<file path="src/rtl/pipeline_ctrl.sv">
// Pipeline sequencer for the 5-stage MIPS core: latch enables/flushes, PC enable,
// fetch-port gating, sticky halt and saturating stall/flush performance counters.
module pipeline_ctrl #(
  parameter int CNT_W = 16
) (
  input  logic             CLK,
  input  logic             RST,
  input  logic             hz_stall,
  input  logic             ihit,
  input  logic             dmem_req,
  input  logic             dhit,
  input  logic             br_taken,
  input  logic             halt_mem,
  output logic             pc_en,
  output logic             en_ifid,
  output logic             en_idex,
  output logic             en_exmem,
  output logic             en_memwb,
  output logic             flush_ifid,
  output logic             flush_idex,
  output logic             flush_exmem,
  output logic             iren_gate,
  output logic             halted,
  output logic [CNT_W-1:0] stall_cnt,
  output logic [CNT_W-1:0] flush_cnt
);

  typedef enum logic [1:0] {
    ST_RUN   = 2'd0,
    ST_DWAIT = 2'd1,
    ST_HALT  = 2'd2
  } state_e;

  state_e           state_q, state_d;
  logic [CNT_W-1:0] stall_cnt_q, stall_cnt_d;
  logic [CNT_W-1:0] flush_cnt_q, flush_cnt_d;
  logic             data_wait_s;

  function automatic logic [CNT_W-1:0] sat_inc(input logic [CNT_W-1:0] v);
    if (&v) begin
      return v;
    end else begin
      return v + {{(CNT_W-1){1'b0}}, 1'b1};
    end
  endfunction

  assign data_wait_s = dmem_req & ~dhit;

  // Priority resolution of pipeline controls and next state.
  always_comb begin
    state_d     = ST_RUN;
    pc_en       = 1'b1;
    en_ifid     = 1'b1;
    en_idex     = 1'b1;
    en_exmem    = 1'b1;
    en_memwb    = 1'b1;
    flush_ifid  = 1'b0;
    flush_idex  = 1'b0;
    flush_exmem = 1'b0;
    iren_gate   = 1'b1;
    halted      = 1'b0;
    if (state_q == ST_HALT) begin
      state_d   = ST_HALT;
      pc_en     = 1'b0;
      en_ifid   = 1'b0;
      en_idex   = 1'b0;
      en_exmem  = 1'b0;
      en_memwb  = 1'b0;
      iren_gate = 1'b0;
      halted    = 1'b1;
    end else if (data_wait_s) begin
      // Whole pipe frozen, including any resolved branch in EX.
      state_d   = ST_DWAIT;
      pc_en     = 1'b0;
      en_ifid   = 1'b0;
      en_idex   = 1'b0;
      en_exmem  = 1'b0;
      en_memwb  = 1'b0;
      iren_gate = 1'b0;
    end else if (halt_mem) begin
      state_d  = ST_HALT;
      pc_en    = 1'b0;
      en_ifid  = 1'b0;
      en_idex  = 1'b0;
      en_exmem = 1'b0;
    end else if (br_taken) begin
      pc_en      = ihit;
      flush_ifid = 1'b1;
      flush_idex = 1'b1;
    end else if (hz_stall) begin
      pc_en      = 1'b0;
      en_ifid    = 1'b0;
      flush_idex = 1'b1;
    end else if (!ihit) begin
      pc_en      = 1'b0;
      flush_ifid = 1'b1;
    end else begin
      state_d = ST_RUN;
    end
  end

  // Next values of the saturating performance counters.
  always_comb begin
    stall_cnt_d = stall_cnt_q;
    flush_cnt_d = flush_cnt_q;
    if (!pc_en && (state_q != ST_HALT)) begin
      stall_cnt_d = sat_inc(stall_cnt_q);
    end else begin
      stall_cnt_d = stall_cnt_q;
    end
    if (flush_ifid) begin
      flush_cnt_d = sat_inc(flush_cnt_q);
    end else begin
      flush_cnt_d = flush_cnt_q;
    end
  end

  // State and counter registers.
  always_ff @(posedge CLK or posedge RST) begin
    if (RST) begin
      state_q     <= ST_RUN;
      stall_cnt_q <= {CNT_W{1'b0}};
      flush_cnt_q <= {CNT_W{1'b0}};
    end else begin
      state_q     <= state_d;
      stall_cnt_q <= stall_cnt_d;
      flush_cnt_q <= flush_cnt_d;
    end
  end

  assign stall_cnt = stall_cnt_q;
  assign flush_cnt = flush_cnt_q;

  pipeline_ctrl_chk u_chk (
    .clk_i         (CLK),
    .rst_i         (RST),
    .pc_en_i       (pc_en),
    .en_ifid_i     (en_ifid),
    .en_idex_i     (en_idex),
    .en_exmem_i    (en_exmem),
    .en_memwb_i    (en_memwb),
    .flush_exmem_i (flush_exmem),
    .iren_gate_i   (iren_gate),
    .halted_i      (halted)
  );

endmodule

// Invariant checker: reserved flush stays low and a halted pipe is fully frozen.
module pipeline_ctrl_chk (
  input logic clk_i,
  input logic rst_i,
  input logic pc_en_i,
  input logic en_ifid_i,
  input logic en_idex_i,
  input logic en_exmem_i,
  input logic en_memwb_i,
  input logic flush_exmem_i,
  input logic iren_gate_i,
  input logic halted_i
);

  a_no_exmem_flush: assert property (@(posedge clk_i) disable iff (rst_i) !flush_exmem_i);

  a_halt_frozen: assert property (@(posedge clk_i) disable iff (rst_i)
    halted_i |-> !(pc_en_i | en_ifid_i | en_idex_i | en_exmem_i | en_memwb_i | iren_gate_i));

endmodule

</file>
<file path="config.mk">
export PLATFORM = sky130hd
export DESIGN_NAME = pipeline_ctrl
export DESIGN_NICKNAME = d
export VERILOG_FILES = /design/src/rtl/pipeline_ctrl.sv
export SDC_FILE = /design/constraint.sdc
export NUM_CORES = 1
export LEC_CHECK = 0
export BUFFER_PORTS_ARGS = -buffer_cell sky130_fd_sc_hd__buf_4
export CAP_MARGIN = 20
export CORE_MARGIN = 3
export CORE_UTILIZATION = 51
export DETAILED_ROUTE_END_ITERATION = 10
export HOLD_SLACK_MARGIN = 0.06
export PLACE_DENSITY = 0.88
export SLEW_MARGIN = 5
export SYNTH_ARGS = -nofsm -noshare
export SYNTH_HDL_FRONTEND = slang
export SYNTH_HIERARCHICAL = 1
export SYNTH_SLANG_ARGS = --single-unit
</file>
<file path="constraint.sdc">
create_clock -name CLK -period 2.4 [get_ports CLK]
set_clock_uncertainty 0.15 [all_clocks]
set_input_delay 0.24 -clock CLK [delete_from_list [all_inputs] [get_ports CLK]]
set_output_delay 0.24 -clock CLK [all_outputs]
set_load 0.05 [all_outputs]
</file>
After elaboration in Yosys (flattened, before gate mapping)
Cells that the tools add are included.

storage, ports and cells
  bits in registers = 34
  bits in latches = 0
  memory bits (writable) = 0
  memory bits (read-only) = 0
  input port bits = 8
  output and inout port bits = 42
  logic and storage cells = 48
  memories kept = 0

cells by class
  $add $sub $neg = 2
  multiply operators = 0
  divide/modulo/power cells = 0
  $lt $le $gt $ge = 0
  equality and inequality tests = 2
  shifts and indexed selects = 0
  multiplexer cells = 31
  bitwise operators = 4
  reduce and logical (&&, ||, !) cells = 6

operators by type and width
  kind                     number
  $add A16 B1 Y16 const B  2
  $reduce_and A16 Y1       2
  $mux W1                  28
  $mux W2                  3
  $reduce_and A2 Y1        2
  $not A1 Y1               3
  $eq A2 B2 Y1 const B     1
  $ne A2 B2 Y1 const B     1
  $and A1 B1 Y1            1
  $logic_and A1 B1 Y1      1
  $logic_not A1 Y1         1

Depth between registers and ports, before layout
Gate-level depths: netlist (run 1).

  depth after elaboration = 9
  depth in mapped cells = 6
  depth with buffers taken out = 5

Least setup slack after synthesis (run 1)
Ideal clock, no wire load.

  kind = reg2out
  from = register state_q[1]
  to = output pc_en
  data arrival time = 2.420 ns
  data required time = 2.010 ns
  slack = -0.410 ns
  cell stages (with the launch flop) = 4
  path buffers = 0
  path through = dfrtp_1 -> or2b_2 -> inv_1 -> nor4_1

between the ends
  cells in the longest elaborated chain, start to end = 2

RTL lines
  element                 line  RTL
  start, declared         34    state_e state_q, state_d;
  start signal, assigned  125   state_q <= state_d;
  $eq A2 B2 Y1            62    if (state_q == ST_HALT) begin
  $mux W1                 62
  end, declared           14    output logic pc_en,

Every way passes these cells.

Final worst setup path (run 1)
  from = register state_q[0]
  to = output flush_idex

between the ends
  cells in the longest elaborated chain, start to end = 2

RTL lines
  element        line  RTL
  $eq A2 B2 Y1   62
  $mux W1        62
  end, declared  20    output logic flush_idex,

Every way passes these cells.

==> qor.yml, run 1 <==
status: "completed"
synth_top_area_cell: "dfrtp_1"
start_util: 0.560
grt_max_degree: 35
viasPerCell: 5.54
ctsHoldBuffers: 1
r2r_start: "stall_cnt[0]"
synth_ff_type: "dfrtp_1"
min_path_type: "input pin to flop"
antenna_cells: 0
crit_start: "state_q[0]"
area_growth_pct: 25.9
worst_r2r_endpoint: "stall_cnt[1]"
async_reset_ff_frac: 1.00
crit_type: "flop to output pin"
ioPinCount: 50
required_ns: 2.01
first_pass_iters: 4
cts_resized: 0
grt_overflow: 0
cts_buffers: 5
gp_congestion: 0.854
leakagePower_nw: 1.20
fill_cells: 250
cts.sink_count: 34
cap_violations: 0
yosysSeqAreaShare: 0.474
track_usage: 0.192
critPathMaxFanout: 6
fin_setup_tns_ns: 0
yosys-top-cells-area: "dfrtp_1 47%, xor2_1 14%, nor4_1 5.6%"
antenna_found_initial: 0
postCtsSetupRepairBufs: 0
min_path_cells: 3
critPathCapture: "flush_idex"
tritoncts: "built"
synth_warnings: 6
r2r_cells: 5
synth_most_common_cell: "dfrtp_1"
syn_avg_cell_area_um2: 10.7
arrival_ns: 1.62
clockBufferDepth: 2
postPlaceCellArea_um2: 2190
drive_above_1_share: 0.317
start_kind: "flop"
period_share: 0.839
dp_hpwl_mm: 2.82
netlist.area_leader.share: 0.474
num_vias: 1467
grt_pass1_wl_mm: 6.39
vdd_drop_max_uv: 589
multiInputGateArea_um2: 866
finalHoldViolCount: 0
portBuffers: 48
die_h_um: 65.3
seq_area_um2: 851
synth_common_cells: "34 x dfrtp_1, 28 x xor2_1, 16 x nor4_1, 10 x nand2_1"
syn_nets: 178
ys_ff_latch: 34
max_freq_mhz: 497
design_area_um2: 2260
synth.distinct_cells: 34
path_clk_slew_ns: 0.10
clk_latency_ns: 0.34
die_w_um: 65.3
antenna_left: 0
setup_violations: 0
period_needed_ns: 2.01
power_density_nw_per_um2: 551
finalNetCount: 230
cts_root_buf: "clkbuf_4"
syn-cell-area_um2: 1790
slew_viol_final: 0
dieArea_um2: 4270
num_rows: 20
synthCells: 168
h-tree-depth: 2
rsz0062_at_grt: "no"
ff2ff_setup_slack_ns: 0.50
cp-end-kind: "output pin"
avgRoutedWirePerCell_um: 14.3
first_iter_violations: 37
grt_pass1_vias: 1454
coreArea_um2: 3200
drc: 0
wirelength_mm: 3.78
synth_edf_count: 0
-- cell type report --
| cell class | count | area share |
|---|---|---|
| clock inverters | 1 | 0.00222 |
| flip-flops and latches | 34 | 0.377 |
| multi-input cells | 119 | 0.383 |
| well taps | 44 | 0.0244 |
| repair buffers | 53 | 0.177 |
| clock buffers | 7 | 0.0244 |
| inverters | 7 | 0.0116 |
-- worst min-delay path by stage --
stage	startpoint	to	slack, ns
6_report	dmem_req	state_q[0]	0.1
2_1_floorplan	RST	flush_cnt[0]	0.23
5_1_grt	dmem_req	state_q[0]	0.12
3_5_place_dp	RST	stall_cnt[10]	0.21
3_3_place_gp	RST	stall_cnt[10]	0.21
4_1_cts	dmem_req	state_q[0]	0.11
-- cells in the final DEF, fill, tap and decap left out, types with 2 or more instances in the layout --
cell type / netlist / layout
mux2_2: 2 / 2
dfrtp_1: 34 / 34
and4_1: 2 / 2
nand2_1: 10 / 10
nor4_1: 16 / 15
or3_1: 3 / 3
nor3_1: 9 / 9
xnor2_1: 2 / 2
buf_4: 3 / 52
xor2_1: 28 / 28
nand4_1: 7 / 7
ha_1: 2 / 2
inv_1: 7 / 7
and3_1: 3 / 3
nand3_1: 8 / 8
clkbuf_4: 0 / 5
nor3b_1: 3 / 3
nor2_1: 9 / 8
-- cell families (layout without fill, tap and decap cells) --
kind of cell,Yosys count,after routing,share of synthesized area
mux,2,2,0.0126
compound gates,5,5,0.0411
buf+inv,15,68,0.0481
other cells,1,1,0.00209
fa+ha+maj,2,2,0.0139
xor+xnor,30,30,0.146
simple gates,79,79,0.262
flops,34,34,0.474
-- critical path: stages (launching register included) --
cell	delay, ns
dfrtp_1	0.37
or2b_2	0.35
inv_1	0.19
nor2_2	0.08
o21a_1	0.11
buf_4	0.18
-- registers in the layout (all words and copies together) (netlist names) --
name,flops
flush_cnt,16
stall_cnt,16
state_q,2
-- metal layers --
metal / up-vias / routed length [um] / track usage
met3: 10 / 264 / 0.0513
li1: 699 / - / -
met2: 45 / 1800 / 0.306
met4: 0 / 79 / 0.0933
met1: 713 / 1640 / 0.242
met5: - / 0 / 0
-- report_power, final --
part / switching, mW / total [mW] / internal (mW)
clock: 0.194 / 0.336 / 0.142
sequential: 0.0403 / 0.646 / 0.606
combinational: 0.179 / 0.263 / 0.0841
-- metrics by stage --
step	hold WS [ns]	total power, mW	util	setup slack [ns]	std cells
6_report	0.0985	1.25	0.705	0.386	265
3_5_place_dp	0.211	0.921	0.683	0.514	256
3_3_place_gp	0.208	0.916	0.683	0.565	256
5_1_grt	0.117	1.30	0.705	0.295	265
2_1_floorplan	0.232	0.833	-	0.0104	168
4_1_cts	0.106	1.25	0.705	0.373	265
Power figures use the tool's default switching activity.
==> run 2, diff against run 1 <==
--- a/config.mk
+++ b/config.mk
@@ -8,10 +8,10 @@
 export BUFFER_PORTS_ARGS = -buffer_cell sky130_fd_sc_hd__buf_4
 export CAP_MARGIN = 20
 export CORE_MARGIN = 3
-export CORE_UTILIZATION = 51
+export CORE_UTILIZATION = 47
 export DETAILED_ROUTE_END_ITERATION = 10
 export HOLD_SLACK_MARGIN = 0.06
-export PLACE_DENSITY = 0.88
+export PLACE_DENSITY = 0.86
 export SLEW_MARGIN = 5
 export SYNTH_ARGS = -nofsm -noshare
 export SYNTH_HDL_FRONTEND = slang
==> constraint.sdc (replaced) <==
create_clock -name CLK -period 1.7 [get_ports CLK]
set_clock_uncertainty 0.15 [all_clocks]
set_input_delay 0.17 -clock CLK [delete_from_list [all_inputs] [get_ports CLK]]
set_output_delay 0.17 -clock CLK [all_outputs]
set_load 0.05 [all_outputs]
==> run 2 against run 1 <==
The flow now stops in global routing (5_1_grt). Synthesized cell count stayed put. Synthesized area stayed put.
==> qor.yml, run 2 <==
synthCells: 168
cts_root_buf: "clkbuf_8"
status: "did not finish"
netlist.area_leader.share: 0.474
syn_avg_cell_area_um2: 10.7
synth-simple-area-share: 0.262
yosys-top-cells-area: "dfrtp_1 47%, xor2_1 14%, nor4_1 5.6%"
yosysSeqAreaShare: 0.474
synth_most_common_cell: "dfrtp_1"
ioPinCount: 50
postPlaceCellArea_um2: 2900
ys_ff_latch: 34
lastStage: "global routing (5_1_grt)"
die_w_um: 67.8
syn_nets: 178
synth_ff_type: "dfrtp_1"
start_util: 0.513
grt_max_degree: 35
synth_top_family_by_area: "simple AND/OR/NAND/NOR gates"
synth_warnings: 6
synth_xor_area_frac: 0.146
error_message: "[ERROR DPL-0033] detailed placement checks failed during check placement."
dp_hpwl_mm: 4.07
synth_edf_count: 0
synth_common_cells: "34 x dfrtp_1, 28 x xor2_1, 16 x nor4_1, 10 x nand2_1"
gp_congestion: 0.872
die_h_um: 67.8
async_reset_ff_frac: 1.00
post-place-ws_ns: -0.0941
synth.distinct_cells: 34
cts_buffers: 5
portBuffers: 48
crit_endpoint: "en_ifid"
synth_compound_area_frac: 0.0411
num_rows: 21
antenna_found_initial: 0
clockBufferDepth: 2
h-tree-depth: 2
cts.sink_count: 34
synth_top_area_cell: "dfrtp_1"
syn-cell-area_um2: 1790
synthMuxAreaShare: 0.0126
synth_fa_ha_area_frac: 0.0139
endpoint_type: "top-level output"
-- run 2: cell counts after synthesis --
No cell type changed its count.
-- run 2: cells by family after synthesis --
kind of cell    count (synthesis)
simple gates                   79
buf+inv                        15
fa+ha+maj                       2
compound gates                  5
other cells                     1
flops                          34
mux                             2
xor+xnor                       30
-- run 2: repair_timing --
action                                  in CTS
endpoints found under the hold margin       34
gates resized for setup                     36
hold buffers                                 1
cloned                                       0
pin swaps                                   28
endpoints found under the setup margin      31
buffers inserted                            13
-- run 2: per-stage QoR --
step / instances / setup TNS (ns)
4_1_cts: 310 / -1.56
3_5_place_dp: 288 / -0.751
3_3_place_gp: 288 / 0
2_1_floorplan: 168 / -4.60
==> run 3, diff against run 2 <==
--- a/config.mk
+++ b/config.mk
@@ -8,10 +8,9 @@
 export BUFFER_PORTS_ARGS = -buffer_cell sky130_fd_sc_hd__buf_4
 export CAP_MARGIN = 20
 export CORE_MARGIN = 3
-export CORE_UTILIZATION = 47
+export CORE_UTILIZATION = 40
 export DETAILED_ROUTE_END_ITERATION = 10
-export HOLD_SLACK_MARGIN = 0.06
-export PLACE_DENSITY = 0.86
+export PLACE_DENSITY_LB_ADDON = 0.15
 export SLEW_MARGIN = 5
 export SYNTH_ARGS = -nofsm -noshare
 export SYNTH_HDL_FRONTEND = slang
==> constraint.sdc (replaced) <==
create_clock -name CLK -period 2.2 [get_ports CLK]
set_clock_uncertainty 0.15 [all_clocks]
set_input_delay 0.22 -clock CLK [delete_from_list [all_inputs] [get_ports CLK]]
set_output_delay 0.22 -clock CLK [all_outputs]
set_load 0.05 [all_outputs]
==> run 3 against run 2 <==
The flow now finishes without violations.
==> qor.yml, run 3 (synthesized netlist as in run 1, its figures left out) <==
status: "completed"
grt_pass1_wl_mm: 6.57
cts_buffers: 5
cp_slowest_stage_delay_ns: 0.35
grt_overflow: 0
design_area_um2: 2300
cp-end-kind: "output pin"
cts.sink_count: 34
grt_pass1_vias: 1412
num_rows: 23
period_needed_ns: 1.95
power_density_nw_per_um2: 641
grt_max_degree: 35
rsz0062_at_grt: "no"
start_util: 0.430
gp_congestion: 0.866
area_growth_pct: 28.0
start_kind: "flop"
cap_violations: 0
postPlaceCellArea_um2: 2200
dieArea_um2: 5330
finalNetCount: 229
finalCoreUtilization: 0.551
cts_resized: 0
die_w_um: 73.0
antenna_left: 0
first_pass_iters: 4
path_clk_slew_ns: 0.07
viasPerCell: 5.30
slew_viol_final: 0
postCtsSetupRepairBufs: 0
die_h_um: 73.0
setup_violations: 0
num_vias: 1430
leakagePower_nw: 1.20
vdd_drop_max_uv: 646
arrival_ns: 1.58
power_mw: 1.47
finalHoldViolCount: 0
seq_area_um2: 851
crit_type: "flop to output pin"
critPathMaxFanout: 6
max_freq_mhz: 513
cts_root_buf: "clkbuf_8"
drive_above_1_share: 0.323
drc: 0
period_share: 0.887
dp_hpwl_mm: 2.80
fin_setup_tns_ns: 0
required_ns: 1.83
fill_cells: 370
h-tree-depth: 2
avgRoutedWirePerCell_um: 14.1
antenna_found_initial: 0
multiInputGateArea_um2: 873
coreArea_um2: 4170
clockBufferDepth: 2
min_path_type: "input pin to flop"
portBuffers: 48
clk_latency_ns: 0.28
final_common_cell: "buf_4"
layout_common_cells: "51 x buf_4, 34 x dfrtp_1, 28 x xor2_1"
ctsHoldBuffers: 1
antenna_cells: 0
path_cells: "or2b_2, inv_1, nor2_2, o21a_1, buf_4"
track_usage: 0.159
wirelength_mm: 3.81
cp_slowest_cell: "dfrtp_1"
ioPinCount: 50
tritoncts: "built"
first_iter_violations: 78
run 3: routing by layer:
layer,part of all wire,wire length (um),vias to the layer above,track usage
li1,-,-,698,-
met1,0.49,1850,680,0.219
met2,0.43,1640,47,0.239
met3,0.070,266,5,0.0482
met4,0.013,51,0,0.0492
met5,0,0,-,0
run 3: final cells by class:
| cell class | count | share of cell area |
|---|---|---|
| clock buffers | 7 | 0.0376 |
| repair buffers | 52 | 0.171 |
| flip-flops and latches | 34 | 0.370 |
| clock inverters | 1 | 0.00218 |
| inverters | 7 | 0.0114 |
| multi-input cells | 119 | 0.380 |
| well taps | 50 | 0.0272 |
run 3: final timing paths:
check	from	endpoint	slack [ns]	cells after the start
worst min-delay path	dmem_req	state_q[0]	0.14	3
min in group asynchronous	RST	flush_cnt[12]	0.44	4
worst max-delay path	state_q[0]	flush_idex	0.25	5
max in group asynchronous	RST	stall_cnt[6]	1.16	4
worst max register to register	stall_cnt[0]	stall_cnt[1]	0.26	5
worst min register to register	stall_cnt[7]	stall_cnt[7]	0.35	1
run 3: power by group:
part           internal [mW]  leakage, nW  total (mW)  switching [mW]
registers              0.662        0.454       0.706          0.0437
logic                 0.0927        0.701       0.291           0.198
clock network          0.252       0.0482       0.476           0.224
total                   1.01         1.20        1.47           0.466
run 3: critical path, delay by kind of cell, from the launching register on:
kind,cells,cell delay [ns]
flops,1,0.35
compound gates,1,0.11
buf+inv,2,0.40
simple gates,2,0.44
run 3: stage by stage:
step	hold slack [ns]	instances	setup WS (ns)
floorplan	0.212	168	-0.0810
global placement	0.196	261	0.371
detailed placement	0.199	261	0.261
CTS	0.149	270	0.232
global route	0.174	270	0.150
finish	0.145	270	0.249
